## config.mk

```make
export PLATFORM = sky130hd
export DESIGN_NAME = rifl_rx_gearbox
export DESIGN_NICKNAME = d
export VERILOG_FILES = /design/src/rtl/rifl_rx_gearbox.sv
export SDC_FILE = /design/constraint.sdc
export NUM_CORES = 2
export LEC_CHECK = 0
export BUFFER_PORTS_ARGS = -buffer_cell sky130_fd_sc_hd__clkbuf_2
export CORE_ASPECT_RATIO = 0.8
export CORE_MARGIN = 5
export CORE_UTILIZATION = 51
export DETAILED_ROUTE_END_ITERATION = 12
export HOLD_SLACK_MARGIN = 0.08
export PLACE_DENSITY = 0.79
export SLEW_MARGIN = 0
export SYNTH_ARGS = -nofsm -noshare
export SYNTH_HDL_FRONTEND = slang
export SYNTH_SLANG_ARGS = --single-unit
```

## constraint.sdc

```tcl
create_clock -name clk -period 22.5 [get_ports clk]
set_input_delay 4.5 -clock clk [delete_from_list [all_inputs] [get_ports clk]]
set_output_delay 4.5 -clock clk [all_outputs]
set_load 0.02 [all_outputs]
```

## src/rtl/rifl_rx_gearbox.sv

```systemverilog
`timescale 1ns/1ps
`default_nettype none
// ============================================================================
//  Module   : rifl_rx_gearbox
//  Purpose  : Receive-side upsizer. Repacks PAYLOAD_WIDTH-bit payload beats
//             into FRAME_WIDTH-bit AXI-Stream beats, MSB-first, byte-exact,
//             with full backpressure and multi-beat end-of-packet flushing.
//  Revision : 1.0 - initial release
// ============================================================================
module rifl_rx_gearbox #(
   parameter int FRAME_WIDTH   = 256,
   parameter int PAYLOAD_WIDTH = 240
) (
   input  logic                         clk,
   input  logic                         rst_n,
   input  logic [PAYLOAD_WIDTH-1:0]     s_axis_tdata,
   input  logic [PAYLOAD_WIDTH/8-1:0]   s_axis_tkeep,
   input  logic                         s_axis_tlast,
   input  logic                         s_axis_tvalid,
   output logic                         s_axis_tready,
   output logic [FRAME_WIDTH-1:0]       m_axis_tdata,
   output logic [FRAME_WIDTH/8-1:0]     m_axis_tkeep,
   output logic                         m_axis_tlast,
   output logic                         m_axis_tvalid,
   input  logic                         m_axis_tready
);

   localparam int FWB       = FRAME_WIDTH / 8;
   localparam int PWB       = PAYLOAD_WIDTH / 8;
   localparam int ACC_BYTES = FWB + PWB;
   localparam int ACC_W     = ACC_BYTES * 8;
   localparam int CNT_W     = $clog2(ACC_BYTES + 1);
   localparam logic [CNT_W-1:0] FWB_C = CNT_W'(FWB);

   // Accumulator holds valid bytes left-justified; bytes below cnt are kept zero
   // so that new payload can simply be OR-ed in at the fill point.
   logic [ACC_W-1:0]          acc_q, acc_d;
   logic [CNT_W-1:0]          cnt_q, cnt_d;
   logic                      flush_q, flush_d;

   logic                      pop;
   logic                      push;
   logic                      cnt_full;
   logic [ACC_W-1:0]          acc_s;
   logic [CNT_W-1:0]          cnt_s;
   logic [ACC_W-1:0]          ins;
   logic [PWB-1:0]            keep_eff;
   logic [PAYLOAD_WIDTH-1:0]  data_m;
   logic [CNT_W-1:0]          keep_cnt;

   assign cnt_full      = (cnt_q >= FWB_C);
   assign m_axis_tvalid = cnt_full | flush_q;
   assign m_axis_tdata  = acc_q[ACC_W-1 -: FRAME_WIDTH];
   assign m_axis_tkeep  = cnt_full ? {FWB{1'b1}} : ~({FWB{1'b1}} >> cnt_q);
   assign m_axis_tlast  = flush_q & (cnt_q <= FWB_C);
   // Held low while reset is applied; after that, accept input unless a
   // flush is pending or the accumulator is full and the sink is stalled.
   assign s_axis_tready = rst_n & ~flush_q & (~cnt_full | m_axis_tready);

   assign pop  = m_axis_tvalid & m_axis_tready;
   assign push = s_axis_tvalid & s_axis_tready;

   // Zero the unkept bytes of the incoming beat and count the kept ones.
   always_comb begin
      keep_eff = s_axis_tlast ? s_axis_tkeep : {PWB{1'b1}};
      data_m   = '0;
      keep_cnt = '0;
      for (int i = 0; i < PWB; i++) begin
         if (keep_eff[i]) begin
            data_m[i*8 +: 8] = s_axis_tdata[i*8 +: 8];
            keep_cnt         = keep_cnt + CNT_W'(1);
         end
      end
   end

   // Next state: retire the popped beat first, then insert the pushed beat
   // right behind the remaining bytes.
   always_comb begin
      acc_s   = acc_q;
      cnt_s   = cnt_q;
      flush_d = flush_q;
      if (pop) begin
         acc_s = acc_q << FRAME_WIDTH;
         if (m_axis_tlast) begin
            cnt_s   = '0;
            flush_d = 1'b0;
         end else begin
            cnt_s = cnt_full ? (cnt_q - FWB_C) : '0;
         end
      end
      ins   = {data_m, {FRAME_WIDTH{1'b0}}} >> {cnt_s, 3'b000};
      acc_d = acc_s;
      cnt_d = cnt_s;
      if (push) begin
         acc_d = acc_s | ins;
         cnt_d = cnt_s + keep_cnt;
         if (s_axis_tlast) begin
            flush_d = 1'b1;
         end
      end
   end

   // State registers; reset discards any partially assembled data.
   always_ff @(posedge clk) begin
      if (!rst_n) begin
         acc_q   <= '0;
         cnt_q   <= '0;
         flush_q <= 1'b0;
      end else begin
         acc_q   <= acc_d;
         cnt_q   <= cnt_d;
         flush_q <= flush_d;
      end
   end

endmodule
`default_nettype wire
```

# Word-level counts from Yosys, hierarchy flattened
# Cells that the tools add are included.
# W data, S select, Z words.
totals:
  inputBits: 275
  reg_bits: 503
  n_memories: 0
  romBits: 0
  ram_bits: 0
  latchBits: 0
  elab_cells: 121
classes:
  bitwise_logic: 11
  reduce_logical: 0
  mux: 72
  addsub: 31
  div: 0
  n_lt_le_gt_ge: 2
  multipliers: 0
  eq_ne: 0
  shifts: 2
op_table:
  columns: ["cell", "n"]
  rows:
  - ["$mux W496", 2]
  - ["$or A496 B496 Y496", 1]
  - ["$shr A496 B9 Y496", 1]
  - ["$mux W8", 30]
  - ["$mux W6", 33]
  - ["$add A6 B1 Y6 const B", 29]
  - ["$mux W32", 1]
  - ["$not A32 Y32", 1]
  - ["$shr A32 B6 Y32 const A", 1]
  - ["$mux W30", 1]
  - ["$add A6 B6 Y6", 1]
  - ["$ge A6 B6 Y1 const B", 1]
  - ["$le A6 B6 Y1 const B", 1]
  - ["$sub A6 B6 Y6 const B", 1]
  - ["$and A1 B1 Y1", 5]
  - ["$mux W1", 5]
  - ["$not A1 Y1", 2]
  - ["$or A1 B1 Y1", 2]

# Depth between registers and ports, before layout
depth:
  word_depth: 62
  ltp_mapped: 102

# Worst setup path after synthesis
# Ideal clock, no wire load.
synth_timing:
  kind: "in2reg"
  from: "input s_axis_tlast"
  to: "register cnt_q[5]"
  stages: 99
  required_time_ns: 22.376
  t_arrival_ns: 21.049
  path_slack_ns: 1.327
  setup_time_ns: 0.124
  cell_sequence: "buf_4 -> buf_2 -> clkbuf_1 -> clkbuf_1 -> buf_1 -> buf_1 -> nand2b_1 -> clkbuf_1 -> ha_1 -> buf_4 -> clkbuf_1 -> clkbuf_1 -> xor2_1 -> ha_1 -> nand2_1 -> nand2_1 -> xnor2_1 -> mux2i_1 -> (+63 left out) -> ha_1 -> nand2_1 -> o21ai_0 -> ha_1 -> mux2_2 -> ha_1 -> a21o_1 -> a21oi_1 -> o21bai_1 -> a21oi_1 -> xor2_1 -> xnor2_1 -> xnor2_1 -> xnor2_1 -> xnor2_1 -> xnor2_1 -> xnor2_1 -> o21ai_1"
synth_via:
  elab_chain_len: 62
synth_rtl:
  columns: ["element", "line", "rtl"]
  rows:
  - ["start, declared", "18", "input logic s_axis_tlast,"]
  - ["$mux W30 (*)", "65", "keep_eff = s_axis_tlast ? s_axis_tkeep : {PWB{1'b1}};"]
  - ["$mux W1", "69", "if (keep_eff[i]) begin"]
  - ["$add A6 B1 Y6", "71", "keep_cnt = keep_cnt + CNT_W'(1);"]
  - ["$mux W6", "69", null]
  - ["$add A6 B1 Y6", "71", null]
  - ["$mux W6", "69", null]
  - ["$add A6 B1 Y6", "71", null]
  - ["$mux W6", "69", null]
  - ["(+46 left out)", null, null]
  - ["$add A6 B1 Y6", "71", null]
  - ["$mux W6", "69", null]
  - ["$add A6 B1 Y6", "71", null]
  - ["$mux W6", "69", null]
  - ["$add A6 B1 Y6", "71", null]
  - ["$mux W6 (*)", "69", null]
  - ["$add A6 B6 Y6 (*)", "96", "cnt_d = cnt_s + keep_cnt;"]
  - ["$mux W6 (*)", "94", "if (push) begin"]
  - ["end signal, assigned", "111", "cnt_q <= cnt_d;"]
  - ["end, declared", "38", "logic [CNT_W-1:0] cnt_q, cnt_d;"]
# Mark *: on every way between the ends. The rest lies on a longest branch, timed or not.
# A chain may end at the register's enable or synchronous reset.

# Worst setup path after layout
# Ends and elaborated chain as after synthesis.

==> results.json <==
{
  "slowest_delay_ns": 0.59,
  "clock_skew_ns": 0.03707,
  "wl_per_cell_um": 32.03,
  "worst_slack_ns": 1.448,
  "ioPinCount": 566,
  "leakagePower_nw": 19.14,
  "die_w_um": 318.3,
  "clkLatencyLatePin_ns": 0.66,
  "rsz0062_at_grt": "false",
  "placed_area_mm2": 0.03993,
  "synthTopCellsByArea": "dfxtp_1, mux2i_1, nand2_1",
  "crit_path_max_fanout": 11,
  "grt_pass1_wl_um": 284500,
  "setup_tns_ns": 0,
  "grt_pass1_vias": 38260,
  "synthSimpleGateAreaFrac_pct": 23.04,
  "status": "finished, violations left",
  "cts_sinks": 503,
  "clkPwrFrac_pct": 10.4,
  "routed_via_density": 6.658,
  "netlist_area_mm2": 0.03877,
  "ys_ff_latch": 503,
  "grt_usage_pct": 47.18,
  "syn_to_final_growth_pct": 7.816,
  "hp-class": "register to register",
  "switching_share_pct": 53.52,
  "maxSlewHeadroom_pct": -12.07,
  "cts_tree": "built",
  "drc": 0,
  "yosysSeqAreaShare_pct": 25.97,
  "design_area_mm2": 0.04180,
  "place_congestion": 1.108,
  "synth_cell_types": 98,
  "p_per_area_mw_per_mm2": 217.0,
  "routed_wl_um": 205200,
  "synthArstFlopShare_pct": 0,
  "period_minus_slack_ns": 21.05,
  "io_buffers": 565,
  "intPower_w": 0.004217,
  "synthTopCellsByCount": "nand2_1, nor2_1, mux2i_1",
  "synth_edf_count": 0,
  "syn_nets": 5669,
  "synth_area_per_cell_um2": 7.238,
  "hpwl_um": 159200,
  "tightestPinTransition_ns": 1.663,
  "globalRouteOverflowTotal": 0,
  "path_clk_slew_ns": 0.10,
  "first_pass_iters": 7,
  "htreeDepth": 2,
  "violations": "max-capacitance violations, max-slew violations",
  "route.vias.total": 42660,
  "dieHeight_um": 256.6,
  "ys_warn_count": 0,
  "worstSetupEndpointType": "register",
  "grt_max_degree": 194,
  "synthCells": 5357,
  "worstPathRequired_ns": 23.03,
  "hold_viol": 0,
  "drt_iter0_drc": 7641,
  "start_util_pct": 51.39,
  "switching_power_w": 0.004856,
  "synth_xor_area_share_pct": 4.715,
  "clockRootBuffer": "clkbuf_16",
  "synth_mux_area_share_pct": 15.25,
  "antenna_found_initial": 12,
  "synthAdderAreaFrac_pct": 1.239,
  "postRouteAntennaNets": 0,
  "cts-buffers-inserted": 51,
  "drive_above_1_share_pct": 15.31,
  "final_nets": 5656,
  "synth_top_cell_area_share_pct": 25.97,
  "crit_path_start_kind": "input port",
  "wl_met1_um": 80120,
  "clockBufferDepth": 3,
  "core_mm2": 0.07545,
  "crit_top_cell": "ha_1",
  "synth_top_family_by_area": "simple AND/OR/NAND/NOR gates",
  "hold_slack_ns": 0.4551,
  "dieArea_mm2": 0.08168,
  "met2_length_um": 80600,
  "pwr-share-comb_pct": 77.5,
  "fmax_ghz": 0.04750,
  "synth_top_area_cell": "dfxtp_1",
  "p_seq_share_pct": 12.1,
  "worst_ep_arrival_time_ns": 21.58,
  "wl_met3_um": 31020,
  "worstSetupPathType": "input port to register",
  "drv_slew": 9,
  "cp_slowest_cell": "ha_2",
  "finalSetupViolCount": 0,
  "ir_drop_mv": 0.8100,
  "synth-main-ff-cell": "dfxtp_1",
  "routed.top_layer": "met5",
  "yosysMostFrequentCell": "nand2_1",
  "finalCritPeriodShare_pct": 93.57,
  "maxCapViolCount": 3,
  "synth_compound_area_share_pct": 20.16,
  "std_cell_rows": 90,
  "pre_cts_ws_ns": 0.5854
}
through the flow:
step | total power, W | util, % | cells
2_1_floorplan | 0.006368 | - | 5357
3_3_place_gp | 0.007777 | 52.93 | 6301
3_5_place_dp | 0.007854 | 52.93 | 6301
4_1_cts | 0.008813 | 55.33 | 6393
5_1_grt | 0.009594 | 55.38 | 6399
6_report | 0.009073 | 55.41 | 6407
power groups by stage:
stage                     Clock [W]  Sequential, W  Combinational, W
after CTS                  0.000933        0.00109           0.00679
final                      0.000941        0.00110           0.00703
after floorplan                   0        0.00106           0.00531
after detailed placement          0        0.00111           0.00674
after global placement            0        0.00111           0.00667
after global routing       0.000965        0.00111           0.00752
logic make-up after synthesis:
| logic type | count (synthesis) |
|---|---|
| xor gates and xnor gates | 173 |
| DFF | 503 |
| muxes | 590 |
| buffers and inverters | 732 |
| and+or+nand+nor | 2114 |
| adders and majority gates | 38 |
| AOI/OAI and AO/OA | 1207 |
repair_timing:
action | in CTS | in global routing
setup endpoints to repair | 0 | 1
hold buffers | 0 | 0
resized for setup | 0 | 3
setup buffers | 0 | 2
cell usage in the layout (no fill, tap or decap), drive strengths merged, types with 9 or more instances in the layout:
cell and count:
xnor2 110, nor2b 23, a32oi 14, clkbuf 634, xor2 49, o221a 18, buf 71, nand2b 45
clkinv 14, o221ai 10, a21oi 126, mux2i 584, ha 36, o21a 36, o22a 78, nor2 765
o22ai 95, a211oi 9, o211ai 16, dfxtp 503, a221oi 36, xnor3 12, a22o 66, nand2 823
diode 12, o21ai 470, a22oi 61, nand4 15, a31oi 86, nand3 291, and2 19, a32o 19
or2 17, nor3 53, inv 31, and3 19
critical path, delay by kind of cell:
| family | cells | cell delay, ns |
|---|---|---|
| multiplexers | 3 | 0.79 |
| adder cells (fa/ha/maj) | 16 | 5.01 |
| XOR/XNOR | 17 | 3.15 |
| AND/OR/NAND/NOR | 14 | 1.59 |
| AO/OA/AOI/OAI | 31 | 5.64 |
| buffers and inverters | 8 | 0.88 |
worst paths after layout:
path / end / slack (ns) / startpoint / depth (start not counted)
hold / removal: acc_q[213] / 0.46 / acc_q[213] / 2
hold reg to reg: acc_q[213] / 0.46 / acc_q[213] / 2
setup reg to reg: acc_q[262] / 15.37 / flush_q / 10
setup / recovery: cnt_q[5] / 1.45 / s_axis_tlast / 89
layer usage:
layer  vias to the layer above  track usage (%)
met5                         -            2.339
met4                        10            22.10
met3                       591            19.66
met2                      3360            66.15
met1                     20180            62.55
li1                      18520                -
registers in the layout, indices dropped and copies added, names as in the netlist:
| signal | flops |
|---|---|
| acc_q | 496 |
| cnt_q | 6 |
| flush_q | 1 |
area by class of cell:
type / count / area [um^2]
Inverter: 30 / 131.4
Fill cell: 7257 / 33640
Timing Repair Buffer: 636 / 3411
Antenna cell: 12 / 30.03
Clock buffer: 69 / 1444
Tap cell: 1012 / 1266
Multi-Input combinational cell: 4122 / 25080
Clock inverter: 23 / 367.9
Sequential cell: 503 / 10070
No activity file was read; power rests on OpenSTA's default activity.
